$ cat src/rtl/modulus_pkg.sv
// Shared types and constants for the iterative modulus/divide unit.
package modulus_pkg;

  // Default operand and result width.
  localparam int DEFAULT_WIDTH = 16;

  // Controller states: waiting for a request, or iterating.
  typedef enum logic {
    IDLE = 1'b0,
    CALC = 1'b1
  } state_t;

endpackage

$ cat src/rtl/modulus_step.sv
// One restoring shift-subtract iteration. Shifts the next dividend bit into
// the partial remainder and subtracts the divisor when it fits.
module modulus_step #(
  parameter int WIDTH = 16
) (
  input  logic [WIDTH:0]   part_rem,
  input  logic             next_bit,
  input  logic [WIDTH-1:0] divisor,
  output logic [WIDTH:0]   next_rem,
  output logic             q_bit
);

  logic [WIDTH+1:0] shifted;
  logic [WIDTH+1:0] diff;

  // Trial subtraction; keep the shifted remainder if the result goes negative.
  always_comb begin
    // NOTE: every output gets a default first so no path can infer a latch.
    next_rem = '0;
    q_bit    = 1'b0;
    shifted  = {part_rem, next_bit};
    diff     = shifted - {2'b00, divisor};
    if (diff[WIDTH+1]) begin
      next_rem = shifted[WIDTH:0];
    end else begin
      next_rem = diff[WIDTH:0];
      q_bit    = 1'b1;
    end
  end

endmodule

$ cat src/rtl/modulus_iter.sv
// Iterative unsigned modulus/divide: one quotient bit per clock, MSB first.
// A zero divisor short-circuits to an error result one cycle after acceptance.
module modulus_iter
  import modulus_pkg::*;
#(
  parameter int WIDTH = DEFAULT_WIDTH
) (
  input  logic             clk_in,
  input  logic             rst_in,
  input  logic             start_in,
  input  logic [WIDTH-1:0] value_in,
  input  logic [WIDTH-1:0] modulus_in,
  output logic [WIDTH-1:0] value_out,
  output logic [WIDTH-1:0] quotient_out,
  output logic             busy_out,
  output logic             valid_out,
  output logic             error_out
);

  // Step counter runs 0..WIDTH-1 across the WIDTH iterations.
  localparam int CW = $clog2(WIDTH);
  localparam logic [CW-1:0] LAST_STEP = CW'(WIDTH - 1);

  state_t          state;
  logic [CW-1:0]   count;
  logic [WIDTH:0]  rem_q;    // partial remainder, one guard bit wide
  logic [WIDTH-1:0] work_q;  // dividend bits shift out, quotient bits shift in
  logic [WIDTH-1:0] div_q;
  logic            zero_q;   // captured divisor was zero

  logic [WIDTH:0]  rem_next;
  logic            q_bit;

  modulus_step #(
    .WIDTH(WIDTH)
  ) u_step (
    .part_rem (rem_q),
    .next_bit (work_q[WIDTH-1]),
    .divisor  (div_q),
    .next_rem (rem_next),
    .q_bit    (q_bit)
  );

  // Controller and datapath registers, including the registered outputs.
  always_ff @(posedge clk_in or posedge rst_in) begin
    if (rst_in) begin
      // NOTE: every register, data included, is cleared so an abandoned
      // calculation leaves nothing behind.
      state        <= IDLE;
      count        <= '0;
      rem_q        <= '0;
      work_q       <= '0;
      div_q        <= '0;
      zero_q       <= 1'b0;
      value_out    <= '0;
      quotient_out <= '0;
      busy_out     <= 1'b0;
      valid_out    <= 1'b0;
      error_out    <= 1'b0;
    end else begin
      // NOTE: non-blocking assignments so every register samples pre-edge values.
      valid_out <= 1'b0;
      error_out <= 1'b0;
      case (state)
        IDLE: begin
          if (start_in) begin
            state    <= CALC;
            busy_out <= 1'b1;
            count    <= '0;
            rem_q    <= '0;
            work_q   <= value_in;
            div_q    <= modulus_in;
            zero_q   <= (modulus_in == '0);
          end
        end
        CALC: begin
          if (zero_q) begin
            value_out    <= work_q;
            quotient_out <= '1;
            error_out    <= 1'b1;
            valid_out    <= 1'b1;
            busy_out     <= 1'b0;
            state        <= IDLE;
          end else begin
            rem_q  <= rem_next;
            work_q <= {work_q[WIDTH-2:0], q_bit};
            count  <= count + 1'b1;
            if (count == LAST_STEP) begin
              value_out    <= rem_next[WIDTH-1:0];
              quotient_out <= {work_q[WIDTH-2:0], q_bit};
              valid_out    <= 1'b1;
              busy_out     <= 1'b0;
              state        <= IDLE;
            end
          end
        end
        default: state <= IDLE;
      endcase
    end
  end

endmodule
$ cat config.mk
export PLATFORM = sky130hd
export DESIGN_NAME = modulus_iter
export DESIGN_NICKNAME = d
export VERILOG_FILES = /design/src/rtl/modulus_pkg.sv /design/src/rtl/modulus_step.sv /design/src/rtl/modulus_iter.sv
export SDC_FILE = /design/constraint.sdc
export NUM_CORES = 1
export LEC_CHECK = 0
export CAP_MARGIN = 20
export CORE_MARGIN = 2
export CORE_UTILIZATION = 49
export DETAILED_ROUTE_END_ITERATION = 7
export PLACE_DENSITY = 0.81
export SLEW_MARGIN = 40
export SYNTH_ARGS = -nofsm -noshare
export SYNTH_HDL_FRONTEND = slang
export SYNTH_SLANG_ARGS = --single-unit
$ cat constraint.sdc
create_clock -name clk_in -period 3.05 [get_ports clk_in]
set_clock_uncertainty 0.1 [all_clocks]
set_input_delay 0.61 -clock clk_in [delete_from_list [all_inputs] [get_ports clk_in]]
set_output_delay 0.61 -clock clk_in [all_outputs]
set_load 0.01 [all_outputs]
==> results of run 1 <==
## per-stage QoR
stage	instance area [µm²]	util	setup slack, ns	total power [mW]
3_3_place_gp	5350	0.585	0.220	6.20
2_1_floorplan	4560	-	0.00474	5.24
3_5_place_dp	5350	0.585	0.100	6.33
6_report	5610	0.612	0.230	7.40
5_1_grt	5610	0.612	0.0262	7.97
4_1_cts	5580	0.609	0.0981	7.31
## Yosys cell counts, types with 2 or more instances
cell | count | area [µm²]
a211o_1 | 3 | 26.3
a21o_1 | 4 | 30.0
a21oi_1 | 25 | 125
a21oi_2 | 9 | 78.8
a22oi_1 | 25 | 188
and3_1 | 2 | 12.5
buf_12 | 2 | 40.0
clkbuf_1 | 22 | 82.6
dfrtp_1 | 90 | 2250
ha_1 | 17 | 213
inv_1 | 20 | 75.1
mux2i_1 | 8 | 80.1
nand2_1 | 78 | 293
nand2b_1 | 4 | 25.0
nand3_1 | 4 | 20.0
nand4_1 | 3 | 18.8
nor2_1 | 27 | 101
nor2b_1 | 6 | 37.5
nor3_1 | 3 | 15.0
nor4_1 | 4 | 25.0
nor4b_1 | 2 | 17.5
o21a_1 | 5 | 37.5
o21ai_0 | 34 | 170
o21ai_1 | 19 | 95.1
o22a_1 | 12 | 105
o22ai_1 | 8 | 50.1
o31a_2 | 2 | 20.0
xnor2_1 | 4 | 35.0
xor2_1 | 8 | 70.1
## worst max-delay path: cells and delay by family (launching register included)
| family | cells | cell delay [ns] |
|---|---|---|
| compound gates | 6 | 1.17 |
| fa+ha+maj | 2 | 0.56 |
| buf+inv | 2 | 0.15 |
| flops | 1 | 0.41 |
| mux | 1 | 0.23 |
| simple gates | 1 | 0.08 |
## power groups by stage
stage	logic [mW]	registers, mW	clock network, mW
2_1_floorplan	3.05	2.20	0
3_3_place_gp	3.99	2.20	0
4_1_cts	4.15	2.21	0.948
5_1_grt	4.70	2.28	0.996
6_report	4.25	2.22	0.934
3_5_place_dp	4.11	2.22	0
## timing repair
action                     CTS  global route
hold buffers                 0             0
setup endpoints to repair    0             6
resized for setup            0             4
setup buffers                0             0
## final timing paths
check	from	end
hold reg to reg	quotient_out[13]	quotient_out[13]
hold / removal	quotient_out[13]	quotient_out[13]
setup / recovery	work_q[15]	rem_q[14]
min in group asynchronous	rst_in	quotient_out[4]
max in group asynchronous	rst_in	div_q[7]
setup reg to reg	work_q[15]	rem_q[14]
## cell families after synthesis
group / count (synthesis) / share of synthesized area
AND/OR/NAND/NOR: 143 / 0.145
XOR/XNOR: 12 / 0.0230
multiplexers: 8 / 0.0176
AO/OA/AOI/OAI: 156 / 0.224
buffers and inverters: 45 / 0.0458
flip-flops: 90 / 0.494
adder cells (fa/ha/maj): 18 / 0.0510
## metal layers
metal  GRT usage  vias up  share of wire
met5           0        -              0
met4      0.0769        0          0.016
met3      0.0479       16          0.072
met2       0.351      125           0.46
met1       0.335     1820           0.45
li1            -     1800              -
## layout make-up
cell class	instances	area (µm²)	share of cell area
timing repair buffer	79	778	0.139
tap	111	139	0.0248
inverter	20	76.3	0.0136
clock buffer	11	151	0.0270
sequential	90	2250	0.402
multi-input combinational	337	2130	0.381
clock inverter	4	73.8	0.0132
## registers in the layout, summed over array words and instances, names as in the netlist
signal,cells
rem_q,17
div_q,16
quotient_out,16
value_out,16
work_q,16
count,4
busy_out,1
error_out,1
state,1
valid_out,1
zero_q,1
==> flow_metrics.tcl, run 1 <==
set metrics [dict create \
    status "finished clean" \
    worst_r2r_path_depth 12 \
    synth-async-reset-ratio 1.00 \
    drv_cap 0 \
    fin_cells 652 \
    p_leak_nw 2.51 \
    hold_class "flip-flop to flip-flop" \
    slowest_delay_ns 0.41 \
    fillCellCount 725 \
    slowest_stage "dfrtp_1" \
    ys.warnings.count 0 \
    yosysSeqAreaShare 0.494 \
    period_needed_ns 2.82 \
    maxSlewViolCount 0 \
    firstDrtPassIters 5 \
    drive_gt1_frac 0.0924 \
    p_int_mw 4.22 \
    slew_headroom 0.592 \
    grt_max_degree 49 \
    combPwrFrac 0.574 \
    grt_pass1_vias 3702 \
    irDropWorstVdd_uv 658 \
    finalHoldViolCount 0 \
    ant_nets 0 \
    antenna_cells 0 \
    initial_core_util 0.498 \
    tightest_slew_ns 0.610 \
    final_cell_mix "dfrtp_1 (90), nand2_1 (78), clkdlybuf4s50_1 (69)" \
    syn_area_mm2 0.00456 \
    routed_wl_um 11000 \
    power_frac_seq 0.299 \
    synth_enable_flop_cells 0 \
    h-tree-depth 3 \
    place.gp.congestion 0.869 \
    fin_crit_sh 0.925 \
    antenna_found_initial 0 \
    insertion_delay_ns 0.37 \
    die_h_um 100 \
    hold_path_depth 2 \
    clock_sinks 90 \
    clock_path_buffers 2 \
    setup_violations 0 \
    synth_seq_cells 90 \
    power_frac_clock 0.126 \
    start_kind "flip-flop" \
    viasPerCell 5.77 \
    reg2reg_slack_ns 0.23 \
    grt-ovfl-total 0 \
    p_per_area_mw_per_mm2 1320 \
    worstSetupPathType "flip-flop to flip-flop" \
    path_clk_slew_ns 0.10 \
    ys.flop_type "dfrtp_1" \
    synth_fp_nets 525 \
    fmax_ghz 0.355 \
    rsz0062_at_grt "no" \
    cts_tree "built" \
    mostFrequentLayoutCell "dfrtp_1" \
    cp.arrival_ns 2.96 \
    grt_use_total 0.232 \
    fin_setup_tns_ns 0 \
    die_area_mm2 0.0101 \
    path_cells "inv_1 -> ha_1 -> inv_1 -> fa_1 -> a21oi_2 -> o21ai_0 -> o21a_1 -> o22ai_1 -> nor4b_1 -> a211o_1 -> mux2i_2 -> o21ai_0" \
    portBuffers 69 \
    drc 0 \
    worst-path-max-fanout 4 \
    critPathRequiredTime_ns 3.19 \
    sw_frac_of_total 0.430 \
    dp.cells 637 \
    design.core.area_mm2 0.00915 \
    via_count 3761 \
    cts_made_buffers 9 \
    avgSynthCellArea_um2 9.66 \
    wl_per_cell_um 16.9 \
    hold_slack_ns 0.410 \
    die_x_um 100 \
    first_iter_violations 272 \
    nets 590 \
    root_buffer "clkbuf_8" \
    num_rows 35 \
    netlist_instances 472 \
    grt_pass1_wl_um 18400 \
    syn_to_final_growth_pct 22.9 \
    endpoint_kind "flip-flop" \
    ios 70 \
    dp_hpwl_um 7860 \
    yosysUniqueCellTypes 51 \
    p_switching_mw 3.18 \
]
Note: power is estimated with default switching activity, not from simulation.
==> run 2, diff against run 1 <==
--- a/config.mk
+++ b/config.mk
@@ -9,7 +9,9 @@
 export CORE_MARGIN = 2
 export CORE_UTILIZATION = 49
 export DETAILED_ROUTE_END_ITERATION = 7
+export MAX_ROUTING_LAYER = met4
 export PLACE_DENSITY = 0.81
+export SKIP_CTS_REPAIR_TIMING = 1
 export SLEW_MARGIN = 40
 export SYNTH_ARGS = -nofsm -noshare
 export SYNTH_HDL_FRONTEND = slang
==> run 2 against run 1 <==
Against the previous run:
- clock-buffer cell count fell by 1
- flip-flop and latch count did not move
- first-iteration DRC count did not move
- fmax fell by 1.0%
- combinational power barely moved
- sequential power barely moved
- critical path type unchanged
==> flow_metrics.tcl, run 2 (same netlist as run 1, synthesis figures left out) <==
set metrics [dict create \
    hold_path_depth 2 \
    die_h_um 100 \
    place.gp.congestion 0.865 \
    design.core.area_mm2 0.00915 \
    cts_made_buffers 9 \
    die_x_um 100 \
    fmax_ghz 0.351 \
    cts_tree "built" \
    setup_violations 0 \
    critPathRequiredTime_ns 3.19 \
    viasPerCell 5.77 \
    mostFrequentLayoutCell "dfrtp_1" \
    nets 591 \
    grt_use_total 0.250 \
    antenna_cells 0 \
    reg2reg_to "value_out[1]" \
    p_leak_nw 2.50 \
    tightest_slew_ns 0.600 \
    holdPathEnd "div_q[0]" \
    grt-ovfl-total 0 \
    via_count 3775 \
    finalHoldViolCount 0 \
    rsz0062_at_grt "no" \
    p_per_area_mw_per_mm2 1300 \
    hold_start "div_q[0]" \
    dp_hpwl_um 8170 \
    reg2reg_slack_ns 0.20 \
    fin_crit_sh 0.934 \
    start_kind "flip-flop" \
    die_area_mm2 0.0101 \
    insertion_delay_ns 0.37 \
    ios 70 \
    groute.layer.met3.usage 0.0423 \
    status "finished clean" \
    grt_pass1_vias 3777 \
    firstDrtPassIters 4 \
    ant_nets 0 \
    clock_sinks 90 \
    endpoint_kind "flip-flop" \
    grt_use_met1 0.357 \
    reg2reg_from "rem_q[13]" \
    hold_class "flip-flop to flip-flop" \
    grt_max_degree 47 \
    drv_cap 0 \
    worst_r2r_path_depth 8 \
    h-tree-depth 3 \
    met2_usage 0.373 \
    fillCellCount 784 \
    root_buffer "clkbuf_8" \
    drive_gt1_frac 0.0976 \
    cp.arrival_ns 2.99 \
    antenna_found_initial 0 \
    portBuffers 69 \
    period_needed_ns 2.85 \
    grt_pass1_wl_um 19100 \
    worstSetupPathType "flip-flop to flip-flop" \
    final_cell_mix "dfrtp_1 (90), nand2_1 (78), clkdlybuf4s50_1 (69)" \
    initial_core_util 0.498 \
    wl_per_cell_um 17.4 \
    fin_setup_tns_ns 0 \
    maxSlewViolCount 0 \
    num_rows 35 \
    largest_register "rem_q" \
    path_clk_slew_ns 0.10 \
    clock_path_buffers 2 \
    routed_wl_um 11400 \
    syn_to_final_growth_pct 22.2 \
    worst-path-max-fanout 16 \
    drc 0 \
    slew_headroom 0.599 \
    irDropWorstVdd_uv 548 \
    first_iter_violations 272 \
    busiest_layer "met2" \
    placed_area_mm2 0.00536 \
    largest_register_ffs 17 \
    final_cell_area_mm2 0.00558 \
]
## run 2: cell count changes in the layout (fill, tap and decap cells not counted), sizes merged
| cell | change |
|---|---|
| inv | +3 |
| bufinv | -2 |
| buf | +1 |
| clkbuf | -1 |
| clkinv | +1 |
## run 2: area by class of cell
cell class | instances | area, µm² | share of cell area
Sequential cell | 90 | 2250 | 0.404
Inverter | 20 | 76.3 | 0.0137
Clock inverter | 6 | 57.6 | 0.0103
Multi-Input combinational cell | 337 | 2130 | 0.382
Timing Repair Buffer | 80 | 786 | 0.141
Clock buffer | 10 | 138 | 0.0247
Tap cell | 111 | 139 | 0.0249
## run 2: how the worst max path moves through the flow
stage	start	to	slack, ns
3_3_place_gp	work_q[15]	rem_q[12]	0.22
4_1_cts	work_q[15]	rem_q[12]	0.08
5_1_grt	work_q[15]	value_out[12]	0.02
6_report	rem_q[13]	value_out[1]	0.20
2_1_floorplan	rst_in	busy_out	0.005
3_5_place_dp	work_q[15]	rem_q[12]	0.09
## run 2: metrics by stage
step                std cells   util  power, mW  worst slack (ns)  hold WS [ns]
global route              654  0.609       7.87            0.0248         0.428
finish                    654  0.609       7.27             0.201         0.405
detailed placement        638  0.586       6.34            0.0884         0.389
global placement          638  0.586       6.21             0.216         0.367
CTS                       654  0.607       7.21            0.0806         0.411
floorplan                 472      -       5.24           0.00474         0.352
## run 2: layer usage
layer / share of wire / routed length (µm)
met5: 0 / 0
met4: 0.013 / 146
met3: 0.066 / 749
met2: 0.46 / 5200
met1: 0.47 / 5300
## run 2: critical path, stage by stage, from the launching register on
cell and delay (ns):
dfrtp_1 0.42, ha_1 0.40, a21o_1 0.21, a211o_1 0.34, or3_4 0.39, nand4b_4 0.25, buf_4 0.25, mux2i_1 0.24
o21ai_0 0.11
## run 2: power by group
| group | switching [mW] | total [mW] | internal [mW] |
|---|---|---|---|
| logic | 2.31 | 4.22 | 1.92 |
| clock network | 0.484 | 0.823 | 0.339 |
| registers | 0.457 | 2.23 | 1.77 |
